`config.mk`:
```
export PLATFORM = sky130hd
export DESIGN_NAME = alu_mult_seq_flat
export DESIGN_NICKNAME = d
export VERILOG_FILES = /design/src/rtl/alu_mult_seq_if.sv /design/src/rtl/alu_mult_seq.sv /design/src/flat_wrapper.sv
export SDC_FILE = /design/constraint.sdc
export NUM_CORES = 1
export LEC_CHECK = 0
export CORE_AREA = 3 3 66 68
export CTS_CLUSTER_SIZE = 25
export DETAILED_ROUTE_END_ITERATION = 10
export DIE_AREA = 0 0 69 71
export HOLD_SLACK_MARGIN = 0.03
export PLACE_DENSITY_LB_ADDON = 0.15
export SLEW_MARGIN = 20
export SYNTH_ARGS = -nofsm -noshare
export SYNTH_HDL_FRONTEND = slang
export SYNTH_SLANG_ARGS = --single-unit
```
`constraint.sdc`:
```
create_clock -name clk -period 4.1 [get_ports clk]
set_input_delay 0.615 -clock clk [delete_from_list [all_inputs] [get_ports clk]]
set_output_delay 0.615 -clock clk [all_outputs]
set_load 0.01 [all_outputs]
```
`src/rtl/alu_mult_seq_if.sv`:
```
// Handshake bundle for the sequential multiplier: operand request channel,
// result response channel and a busy status flag.
// Optional signed mode (ALU_MULT_SIGNED_EN) adds the is_signed request bit.
interface alu_mult_seq_if #(
  parameter int WIDTH = 5
);
  logic                   in_valid;
  logic                   in_ready;
  logic [WIDTH-1:0]       operand_a;
  logic [WIDTH-1:0]       operand_b;
`ifdef ALU_MULT_SIGNED_EN
  logic                   is_signed;
`endif
  logic                   out_valid;
  logic                   out_ready;
  logic [2*WIDTH-1:0]     result;
  logic                   busy;

  // Producer of operands / consumer of results.
  modport master (
`ifdef ALU_MULT_SIGNED_EN
    output is_signed,
`endif
    output in_valid, operand_a, operand_b, out_ready,
    input  in_ready, out_valid, result, busy
  );

  // The multiplier itself.
  modport slave (
`ifdef ALU_MULT_SIGNED_EN
    input  is_signed,
`endif
    input  in_valid, operand_a, operand_b, out_ready,
    output in_ready, out_valid, result, busy
  );
endinterface

```
`src/rtl/alu_mult_seq.sv`:
```
// Sequential shift-add multiplier: one multiplier bit retired per clock,
// WIDTH iterations per operation regardless of operand values.
// Optional feature macro: ALU_MULT_SIGNED_EN (two's-complement mode via is_signed).
module alu_mult_seq #(
  parameter int WIDTH = 5
) (
  input  logic         clk,
  input  logic         rst_n,
  alu_mult_seq_if.slave bus
);
  localparam int CNT_W = $clog2(WIDTH + 1);
  localparam logic [CNT_W-1:0] LAST_CNT = CNT_W'(WIDTH - 1);

  typedef enum logic [1:0] {IDLE, BUSY, DONE} state_t;

  state_t               state_reg, state_next;
  logic [2*WIDTH-1:0]   acc_reg;
  logic [2*WIDTH-1:0]   a_sh_reg;     // multiplicand, shifted left once per iteration
  logic [WIDTH-1:0]     b_sh_reg;     // multiplier, shifted right so bit 0 is the current bit
  logic [CNT_W-1:0]     count_reg;
  logic [2*WIDTH-1:0]   result_reg;
  logic [2*WIDTH-1:0]   sum;
  logic [2*WIDTH-1:0]   final_prod;
  logic [WIDTH-1:0]     mag_a;
  logic [WIDTH-1:0]     mag_b;
  logic                 accept;
`ifdef ALU_MULT_SIGNED_EN
  logic                 neg_reg;
  logic                 neg_in;
`endif

  assign accept = (state_reg == IDLE) && bus.in_valid;
  assign sum    = acc_reg + (b_sh_reg[0] ? a_sh_reg : '0);

`ifdef ALU_MULT_SIGNED_EN
  // Form operand magnitudes at accept; the most-negative value maps to 2^(WIDTH-1), which fits unsigned.
  always_comb begin
    mag_a  = bus.operand_a;
    mag_b  = bus.operand_b;
    neg_in = 1'b0;
    if (bus.is_signed) begin
      if (bus.operand_a[WIDTH-1]) mag_a = ~bus.operand_a + WIDTH'(1);
      if (bus.operand_b[WIDTH-1]) mag_b = ~bus.operand_b + WIDTH'(1);
      neg_in = bus.operand_a[WIDTH-1] ^ bus.operand_b[WIDTH-1];
    end
  end

  // Apply the product sign on the way into the result register.
  always_comb begin
    final_prod = neg_reg ? (~sum + (2*WIDTH)'(1)) : sum;
  end
`else
  // Unsigned-only build: operands pass straight through.
  always_comb begin
    mag_a      = bus.operand_a;
    mag_b      = bus.operand_b;
    final_prod = sum;
  end
`endif

  // State register.
  always_ff @(posedge clk or negedge rst_n) begin
    if (!rst_n) state_reg <= IDLE;
    else        state_reg <= state_next;
  end

  // Next-state and handshake outputs; in_ready is IDLE-only so no accept can coincide with a result transfer.
  always_comb begin
    state_next    = state_reg;
    bus.in_ready  = 1'b0;
    bus.out_valid = 1'b0;
    bus.busy      = 1'b0;
    case (state_reg)
      IDLE: begin
        bus.in_ready = 1'b1;
        if (bus.in_valid) state_next = BUSY;
      end
      BUSY: begin
        bus.busy = 1'b1;
        if (count_reg == LAST_CNT) state_next = DONE;
      end
      DONE: begin
        bus.busy      = 1'b1;
        bus.out_valid = 1'b1;
        if (bus.out_ready) state_next = IDLE;
      end
      default: state_next = IDLE;
    endcase
  end

  assign bus.result = result_reg;

  // Datapath: latch operands on accept, then one conditional add and shift per BUSY cycle.
  always_ff @(posedge clk or negedge rst_n) begin
    if (!rst_n) begin
      acc_reg    <= '0;
      a_sh_reg   <= '0;
      b_sh_reg   <= '0;
      count_reg  <= '0;
      result_reg <= '0;
`ifdef ALU_MULT_SIGNED_EN
      neg_reg    <= 1'b0;
`endif
    end else if (accept) begin
      acc_reg   <= '0;
      a_sh_reg  <= {{WIDTH{1'b0}}, mag_a};
      b_sh_reg  <= mag_b;
      count_reg <= '0;
`ifdef ALU_MULT_SIGNED_EN
      neg_reg   <= neg_in;
`endif
    end else if (state_reg == BUSY) begin
      acc_reg   <= sum;
      a_sh_reg  <= a_sh_reg << 1;
      b_sh_reg  <= b_sh_reg >> 1;
      count_reg <= count_reg + CNT_W'(1);
      if (count_reg == LAST_CNT) result_reg <= final_prod;
    end
  end
endmodule

```
`src/flat_wrapper.sv`:
```
// flat-port wrapper written by rule: the top's interface ports become plain ports
module alu_mult_seq_flat 
#(
  parameter int WIDTH = 5
)
  (clk, rst_n, bus_in_valid, bus_operand_a, bus_operand_b, bus_out_ready, bus_in_ready, bus_out_valid, bus_result, bus_busy);
  alu_mult_seq_if #(.WIDTH(WIDTH)) bus_i ();
  input  logic clk;
  input  logic rst_n;
  input wire logic [$bits(bus_i.in_valid)-1:0] bus_in_valid;
  input wire logic [$bits(bus_i.operand_a)-1:0] bus_operand_a;
  input wire logic [$bits(bus_i.operand_b)-1:0] bus_operand_b;
  input wire logic [$bits(bus_i.out_ready)-1:0] bus_out_ready;
  output wire logic [$bits(bus_i.in_ready)-1:0] bus_in_ready;
  output wire logic [$bits(bus_i.out_valid)-1:0] bus_out_valid;
  output wire logic [$bits(bus_i.result)-1:0] bus_result;
  output wire logic [$bits(bus_i.busy)-1:0] bus_busy;
  assign bus_i.in_valid = bus_in_valid;
  assign bus_i.operand_a = bus_operand_a;
  assign bus_i.operand_b = bus_operand_b;
  assign bus_i.out_ready = bus_out_ready;
  assign bus_in_ready = bus_i.in_ready;
  assign bus_out_valid = bus_i.out_valid;
  assign bus_result = bus_i.result;
  assign bus_busy = bus_i.busy;
  alu_mult_seq #(.WIDTH(WIDTH)) u_core (.clk(clk), .rst_n(rst_n), .bus(bus_i));
endmodule
```
==> results of run 1 <==
==> worst paths after layout <==
kind	startpoint	end	depth (start not counted)
max in group asynchronous	rst_n	u_core.a_sh_reg[8]$_DFFE_PN0P_	1
max	u_core.b_sh_reg[0]$_DFFE_PN0P_	u_core.acc_reg[6]$_DFFE_PN0P_	9
min in group clk	u_core.bus.result[3]$_DFFE_PN0P_	u_core.bus.result[3]$_DFFE_PN0P_	2
min	rst_n	u_core.bus.result[5]$_DFFE_PN0P_	1
min reg2reg	u_core.bus.result[3]$_DFFE_PN0P_	u_core.bus.result[3]$_DFFE_PN0P_	2
max reg2reg	u_core.b_sh_reg[0]$_DFFE_PN0P_	u_core.acc_reg[6]$_DFFE_PN0P_	9
==> logic make-up after synthesis <==
group / Yosys count
buffers and inverters: 23
xor gates and xnor gates: 5
DFF: 40
AOI/OAI and AO/OA: 50
muxes: 17
and+or+nand+nor: 95
adders and majority gates: 16
==> placed cells by master, fill, tap and decap left out, types with 2 or more instances in the layout <==
| cell type | n |
|---|---|
| a21oi_1 | 10 |
| or4_1 | 2 |
| nor2_1 | 12 |
| a31oi_1 | 3 |
| nor2b_1 | 4 |
| clkdlybuf4s50_1 | 25 |
| inv_1 | 11 |
| or3_1 | 2 |
| nand3b_1 | 2 |
| o21a_1 | 3 |
| o21ai_0 | 21 |
| dfrtp_1 | 40 |
| ha_1 | 15 |
| nor3_1 | 3 |
| o31ai_1 | 2 |
| mux2i_1 | 17 |
| nand3_1 | 9 |
| xnor2_1 | 2 |
| nor4_1 | 3 |
| and2_1 | 12 |
| clkbuf_8 | 6 |
| xor2_1 | 3 |
| clkbuf_1 | 2 |
| nand2_1 | 40 |
==> stage by stage <==
step / total power [mW] / instances
after floorplan: 1.23 / 246
after global placement: 1.47 / 311
after detailed placement: 1.49 / 311
after CTS: 1.76 / 319
after global routing: 1.90 / 319
final: 1.74 / 319
==> metal layers <==
| layer | GRT usage | up-vias | routed length [um] |
|---|---|---|---|
| met1 | 0.262 | 799 | 2130 |
| met4 | 0.0651 | 0 | 60 |
| met2 | 0.292 | 33 | 1890 |
| li1 | - | 895 | - |
| met3 | 0.0483 | 7 | 172 |
| met5 | 0 | - | 0 |
==> critical path: cells and delay by family (launching register included) <==
kind | cells | cell delay [ns]
compound gates | 2 | 0.54
fa+ha+maj | 2 | 0.56
buf+inv | 1 | 0.05
flops | 1 | 0.50
simple gates | 4 | 0.63
==> power breakdown <==
group	leakage, nW	switching, mW	internal (mW)	total, mW
logic	0.649	0.446	0.376	0.822
registers	0.527	0.103	0.552	0.656
clock network	0.0455	0.128	0.137	0.266
total	1.22	0.678	1.07	1.74
==> final cells by class <==
class | count | area (sq um)
multi-input cells | 183 | 1200
flip-flops and latches | 40 | 1000
clock buffers | 8 | 90.1
fillers | 320 | 1250
repair buffers | 27 | 263
well taps | 50 | 62.6
inverters | 11 | 41.3
==> flow_summary.ini, run 1 <==
[status]
outcome = finished clean

[floorplanning]
core_area_sq_mm = 0.00391
start_util = 0.586
io_pins = 27
die_height_um = 71
dieArea_sq_mm = 0.00490
rows = 23
die_x_um = 69

[timing]
final_max_slew_viol_count = 0
max_freq_mhz = 424
rsz0062_at_grt = false
hold_viol_final = 0
finalCriticalPeriod_ns = 2.36
setup_slack_ns = 1.74
whs_ns = 0.427
fin_worst_skew_ns = 0.00937
tns_ns = 0
finalSetupViolations = 0
slew_headroom = 0.374
tightest_slew_ns = 0.938
period_share = 0.575

[worst_setup_path]
r2r_setup_slack_ns = 1.74
critPathKind = reg2reg
critPathSlowestCell = dfrtp_1
endpoint_kind = flip-flop
worst_path_largest_cell_delay_ns = 0.50
cp.arrival_ns = 2.56
worst_ep_required_time_ns = 4.31
cp_max_fo = 11
worstSetupStartpointType = flip-flop
crit_path_cell_trace = and2_1 > ha_1 > inv_1 > fa_1 > nor2b_1 > o211ai_1 > a21boi_0 > nor4_1 > nor3_1

[yosys]
dominantRegCellSynth = dfrtp_1
synth_mux_area_frac = 0.0742
avgSynthCellArea_sq_um = 9.32
yosysSeqAreaShare = 0.437
async_flop_share = 1.00
ys_types = 41
synth_fa_ha_area_frac = 0.0906
yosysTopAreaCell = dfrtp_1
synth_top_area_frac = 0.437
synthTopCellsByArea = dfrtp_1 44%, ha_1 8.2%, mux2i_1 7.4%, nand2_1 6.6%, o21ai_0 4.6%
synth_xor_xnor_area_share = 0.0191
synth_nets = 276
syn_inst = 246
synthSimpleGateAreaFrac = 0.202
synth_area_sq_mm = 0.00229
synth_compound_area_frac = 0.138
synthTopCellsByCount = 40 x dfrtp_1, 40 x nand2_1, 21 x o21ai_0
synth_top_family_by_area = simple AND/OR/NAND/NOR gates
yosysWarnings = 0
synth_enable_flop_cells = 0
ys_ff_latch = 40

[cts]
cts_tree = yes
hold_buffers = 0
clk_latency_ns = 0.29
cts_max_level = 2
clk_pin_slew_worst_paths_ns = 0.07
cts_made_buffers = 5
max-clock-path-buffers = 2
clock_sinks = 40
root_buffer = clkbuf_8
cts_setup_buffers = 0
cts_resized = 0

[global_route]
overflow = 0
grt_pass1_wl_mm = 7.51
grt_pass1_vias = 1648
grt_max_degree = 41
antenna_found_initial = 0
grt_usage = 0.190

[power]
pwr_density_cell_mw_per_mm2 = 656
peakVddDrop_uv = 433
power_leakage_nw = 1.22

[final_layout]
antenna_cells = 0
drive_gt1_frac = 0.0483
area_growth_pct = 16.0
nets = 298
final_util = 0.679
design_area_sq_mm = 0.00266

[drt]
drt-initial-drc-count = 80
via_per_inst = 5.44
first_pass_iters = 5
postRouteAntennaNets = 0
wl_per_cell_um = 13.3
dr_total_vias = 1734
drt_wl_total_mm = 4.25
drc_errors = 0

[placed_design]
place_worst_setup_slack_ns = 1.57
numPortBuffers = 26
gp_congestion = 0.840
place_hpwl_mm = 3.08
placed_cell_area_sq_mm = 0.00257

[flow_run]
drv_cap = 0

[hold_path]
hp-class = in2async
Power figures use the tool's default switching activity.
==> run 2: changes to the inputs <==
--- a/config.mk
+++ b/config.mk
@@ -5,10 +5,10 @@
 export SDC_FILE = /design/constraint.sdc
 export NUM_CORES = 1
 export LEC_CHECK = 0
-export CORE_AREA = 3 3 66 68
+export CORE_AREA = 3 3 72 74
 export CTS_CLUSTER_SIZE = 25
 export DETAILED_ROUTE_END_ITERATION = 10
-export DIE_AREA = 0 0 69 71
+export DIE_AREA = 0 0 75 77
 export HOLD_SLACK_MARGIN = 0.03
 export PLACE_DENSITY_LB_ADDON = 0.15
 export SLEW_MARGIN = 20
==> constraint.sdc (replaced) <==
create_clock -name clk -period 2 [get_ports clk]
set_input_delay 0.3 -clock clk [delete_from_list [all_inputs] [get_ports clk]]
set_output_delay 0.3 -clock clk [all_outputs]
set_load 0.01 [all_outputs]
==> flow_summary.ini, run 2 (same netlist as run 1, synthesis figures left out) <==
[timing]
slew_headroom = 0.630
max_freq_mhz = 467
fin_worst_skew_ns = 0.00758
rsz0062_at_grt = true
tightest_slew_ns = 0.553
finalCriticalPeriod_ns = 2.14
hold_viol_final = 0
period_share = 1.07
finalSetupViolations = 8
final_max_slew_viol_count = 0
setup_slack_ns = -0.143

[global_route]
overflow = 0
antenna_found_initial = 0
grt_usage = 0.196
grt_pass1_wl_mm = 8.67
top_usage_layer = met2
grt_use_met3 = 0.0433
grt_max_degree = 41
use_met2 = 0.292
grt_use_met1 = 0.280
grt_pass1_vias = 1818

[worst_setup_path]
endpoint_kind = flip-flop
worst_path_largest_cell_delay_ns = 0.53
worst_ep_required_time_ns = 2.22
cp_max_fo = 6
critPathSlowestCell = or4_1
cp.arrival_ns = 2.37
crit_path_cell_trace = and2_4 > ha_4 > buf_4 > a21o_1 > nand4_1 > a2111oi_4 > or4_1 > a31oi_1
worstSetupStartpointType = flip-flop
critPathKind = reg2reg

[status]
outcome = finished, violations left
violations = negative setup slack

[final_layout]
antenna_cells = 0
final_common_cell = dfrtp_1
drive_gt1_frac = 0.275
final_util = 0.695
area_growth_pct = 41.3
nets = 331
mostFrequentLayoutCells = 39 x dfrtp_1, 37 x nand2_1, 28 x buf_4

[placed_design]
place_hpwl_mm = 3.38
place_worst_setup_slack_ns = -0.220
gp_congestion = 0.871
numPortBuffers = 26

[drt]
postRouteAntennaNets = 0
wl_per_cell_um = 15.7
drc_errors = 0
dr_total_vias = 1958
drt-initial-drc-count = 200
first_pass_iters = 4
drt_wl_total_mm = 5.60
via_per_inst = 5.50

[floorplanning]
die_x_um = 75
die_height_um = 77
start_util = 0.492
dieArea_sq_mm = 0.00578
rows = 25
core_area_sq_mm = 0.00466
io_pins = 27

[flow_run]
drv_cap = 0

[cts]
clk_latency_ns = 0.30
max-clock-path-buffers = 2
cts_made_buffers = 5
root_buffer = clkbuf_8
cts_tree = yes
clk_pin_slew_worst_paths_ns = 0.08
cts_max_level = 2
clock_sinks = 40

[power]
totalPowerFinal_mw = 4.52
power_leakage_nw = 1.41
peakVddDrop_uv = 663
pwr_density_cell_mw_per_mm2 = 1400

[hold_path]
hp-class = reg2reg
[run 2: per-stage QoR]
stage | hold WS [ns] | std cells | setup TNS (ns) | area (sq um)
6_report | 0.476 | 356 | -0.576 | 3240
4_1_cts | 0.483 | 354 | -0.310 | 3110
3_3_place_gp | 0.287 | 338 | -0.363 | 2780
5_1_grt | 0.510 | 356 | -1.49 | 3240
2_1_floorplan | 0.00441 | 246 | 0 | 2320
3_5_place_dp | 0.285 | 338 | -0.965 | 2780
[run 2: final timing paths]
path	startpoint	endpoint	slack (ns)	cells past startpoint
min in group asynchronous	rst_n	u_core.bus.result[9]$_DFFE_PN0P_	0.51	3
worst max register to register	u_core.b_sh_reg[0]$_DFFE_PN0P_	u_core.bus.result[9]$_DFFE_PN0P_	-0.14	8
worst min register to register	u_core.bus.result[0]$_DFFE_PN0P_	u_core.bus.result[0]$_DFFE_PN0P_	0.48	2
max in group asynchronous	rst_n	u_core.b_sh_reg[0]$_DFFE_PN0P_	1.28	3
worst max-delay path	u_core.b_sh_reg[0]$_DFFE_PN0P_	u_core.bus.result[9]$_DFFE_PN0P_	-0.14	8
worst min-delay path	u_core.bus.result[0]$_DFFE_PN0P_	u_core.bus.result[0]$_DFFE_PN0P_	0.48	2
[run 2: repair_timing]
action | 4_1_cts | 5_1_grt
hold endpoints to repair | 40 | 0
pin swaps | 11 | 18
endpoints found under the setup margin | 7 | 12
hold buffers | 1 | 0
gates resized for setup | 27 | 25
buffers inserted | 7 | 3
[run 2: worst max-delay path: cells and delay by family, from the launching register on]
family / cells / cell delay (ns)
AND/OR/NAND/NOR: 3 / 0.91
flip-flops: 1 / 0.45
buffers and inverters: 1 / 0.12
adder cells (fa/ha/maj): 1 / 0.15
AO/OA/AOI/OAI: 3 / 0.44
[run 2: layer usage]
metal	part of all wire	wire [um]	up-vias
li1	-	-	965
met1	0.47	2630	924
met2	0.47	2650	57
met3	0.042	236	12
met4	0.015	85	0
met5	0	0	-
[run 2: area by class of cell]
class	instances	area [sq um]
clock buffer	7	96.3
clock inverter	1	30.0
fill	363	1420
inverter	11	41.3
multi-input combinational	183	1460
sequential	40	1000
tap	54	67.6
timing repair buffer	60	541
[run 2: power breakdown]
| group | total (mW) | internal, mW | switching [mW] |
|---|---|---|---|
| Combinational | 2.41 | 1.23 | 1.17 |
| Clock | 0.734 | 0.440 | 0.293 |
| Sequential | 1.38 | 1.13 | 0.247 |
| Total | 4.52 | 2.81 | 1.71 |
==> run 3: changes to the inputs <==
--- a/config.mk
+++ b/config.mk
@@ -5,10 +5,12 @@
 export SDC_FILE = /design/constraint.sdc
 export NUM_CORES = 1
 export LEC_CHECK = 0
-export CORE_AREA = 3 3 72 74
+export CELL_PAD_IN_SITES_DETAIL_PLACEMENT = 2
+export CELL_PAD_IN_SITES_GLOBAL_PLACEMENT = 2
+export CORE_AREA = 3 3 90 92
 export CTS_CLUSTER_SIZE = 25
 export DETAILED_ROUTE_END_ITERATION = 10
-export DIE_AREA = 0 0 75 77
+export DIE_AREA = 0 0 93 95
 export HOLD_SLACK_MARGIN = 0.03
 export PLACE_DENSITY_LB_ADDON = 0.15
 export SLEW_MARGIN = 20
==> flow_summary.ini, run 3 (same netlist as run 1, synthesis figures left out) <==
[status]
outcome = finished, violations left
violations = negative setup slack

[timing]
fin_worst_skew_ns = 0.00372
period_share = 1.08
whs_ns = 0.475
max_freq_mhz = 461
finalSetupViolations = 7
rsz0062_at_grt = true
slew_headroom = 0.634
finalCriticalPeriod_ns = 2.17
tightest_slew_ns = 0.548
hold_viol_final = 0
final_max_slew_viol_count = 0
setup_slack_ns = -0.168

[cts]
clock_sinks = 40
max-clock-path-buffers = 2
root_buffer = clkbuf_8
cts_tree = yes
clk_latency_ns = 0.29
cts_made_buffers = 5
cts_max_level = 2
clk_pin_slew_worst_paths_ns = 0.08

[power]
intPower_mw = 2.75
switching_share = 0.401
power_leakage_nw = 1.45
pwr_density_cell_mw_per_mm2 = 1370
p_sw_mw = 1.84
seqPwrFrac = 0.304
peakVddDrop_uv = 389
clkPwrFrac = 0.128
combPwrFrac = 0.567

[drt]
drc_errors = 0
drt_wl_total_mm = 7.24
first_pass_iters = 2
postRouteAntennaNets = 0
wl_per_cell_um = 17.7
drt-initial-drc-count = 53
via_per_inst = 4.90
dr_total_vias = 2001

[final_layout]
antenna_cells = 0
drive_gt1_frac = 0.324
area_growth_pct = 45.8
nets = 339
mostFrequentLayoutCells = 39 x dfrtp_1, 37 x nand2_1, 37 x buf_4
n_fill_cell = 808
final_common_cell = dfrtp_1

[floorplanning]
core_area_sq_mm = 0.00729
die_height_um = 95
rows = 31
dieArea_sq_mm = 0.00884
die_x_um = 93
start_util = 0.314
io_pins = 27

[worst_setup_path]
crit_top_cell = and2_4
worstSetupStartpointType = flip-flop
cp_max_fo = 6
worst_path_largest_cell_delay_ns = 0.46
critPathSlowestCell = dfrtp_2
ff2ff_path_depth = 8
crit_path_cell_trace = buf_6 > and2_4 > ha_4 > nand3_4 > and2_4 > a2111oi_4 > or4_4 > a31oi_4
cp.arrival_ns = 2.34
timing.rr.end = u_core.bus.result[9]$_DFFE_PN0P_
endpoint_kind = flip-flop
critPathKind = reg2reg
r2r_setup_slack_ns = -0.17
worst_ep_required_time_ns = 2.17
r2r_start = u_core.b_sh_reg[0]$_DFFE_PN0P_

[placed_design]
place_hpwl_mm = 4.74
numPortBuffers = 26
gp_congestion = 0.829
place_worst_setup_slack_ns = -0.335

[hold_path]
min_path_cells = 2
hp-class = reg2reg
worstHoldStart = u_core.bus.result[4]$_DFFE_PN0P_
min_to = u_core.bus.result[4]$_DFFE_PN0P_

[global_route]
grt_pass1_wl_mm = 11.4
grt_usage = 0.165
grt_max_degree = 30
overflow = 0
grt_pass1_vias = 2172
antenna_found_initial = 0

[flow_run]
drv_cap = 0
## run 3: changes by cell type in the layout (fill, tap and decap cells not counted), sizes merged
cell,previous run,this run
bufinv,1,0
buf,34,42
## run 3: worst max path at each step
stage	startpoint	to	slack, ns	depth (start not counted)
after CTS	u_core.b_sh_reg[0]$_DFFE_PN0P_	u_core.bus.result[9]$_DFFE_PN0P_	-0.16	8
after detailed placement	u_core.b_sh_reg[0]$_DFFE_PN0P_	u_core.bus.result[8]$_DFFE_PN0P_	-0.33	9
after global placement	u_core.b_sh_reg[0]$_DFFE_PN0P_	u_core.bus.result[8]$_DFFE_PN0P_	-0.18	9
after floorplan	u_core.b_sh_reg[0]$_DFFE_PN0P_	u_core.bus.result[8]$_DFFE_PN0P_	0.003	10
after global routing	u_core.b_sh_reg[0]$_DFFE_PN0P_	u_core.bus.result[9]$_DFFE_PN0P_	-0.26	8
final	u_core.b_sh_reg[0]$_DFFE_PN0P_	u_core.bus.result[9]$_DFFE_PN0P_	-0.17	8
## run 3: per-layer routing
metal / track usage / up-vias / part of all wire
li1: - / 971 / -
met1: 0.211 / 993 / 0.46
met2: 0.289 / 27 / 0.50
met3: 0.0303 / 10 / 0.025
met4: 0.0391 / 0 / 0.015
met5: 0 / - / 0
## run 3: worst max-delay path, delay by kind of cell (launching register included)
family	cells	cell delay [ns]
AOI/OAI and AO/OA	2	0.51
and+or+nand+nor	4	0.60
buffers and inverters	1	0.15
DFF	1	0.46
adders and majority gates	1	0.32
## run 3: what timing repair did
item | 4_1_cts | 5_1_grt
hold endpoints to repair | 19 | 0
pin swaps | 14 | 28
resized for setup | 33 | 34
buffers inserted | 6 | 5
hold buffers | 1 | 0
endpoints found under the setup margin | 10 | 15
## run 3: power by group through the flow
stage               logic (mW)  clock network (mW)  registers (mW)
floorplan                 1.24                   0            1.34
global placement          2.09                   0            1.36
detailed placement        2.17                   0            1.38
CTS                       2.37               0.622            1.38
global route              2.87               0.661            1.45
finish                    2.60               0.588            1.40
## run 3: layout make-up
cell class,instances,area [sq um],share of cell area
multi-input cells,183,1490,0.446
flip-flops and latches,40,1000,0.300
repair buffers,68,588,0.176
well taps,99,124,0.0371
clock buffers,7,96.3,0.0288
inverters,11,41.3,0.0124
## run 3: stage by stage
stage	TNS [ns]	power [mW]	instance area [sq um]	utilization	cells
6_report	-0.845	4.59	3340	0.458	408
5_1_grt	-1.89	4.98	3340	0.458	408
4_1_cts	-0.906	4.37	3180	0.437	405
3_5_place_dp	-1.84	3.54	2880	0.395	391
3_3_place_gp	-0.808	3.45	2880	0.395	391
2_1_floorplan	0	2.59	2320	-	246
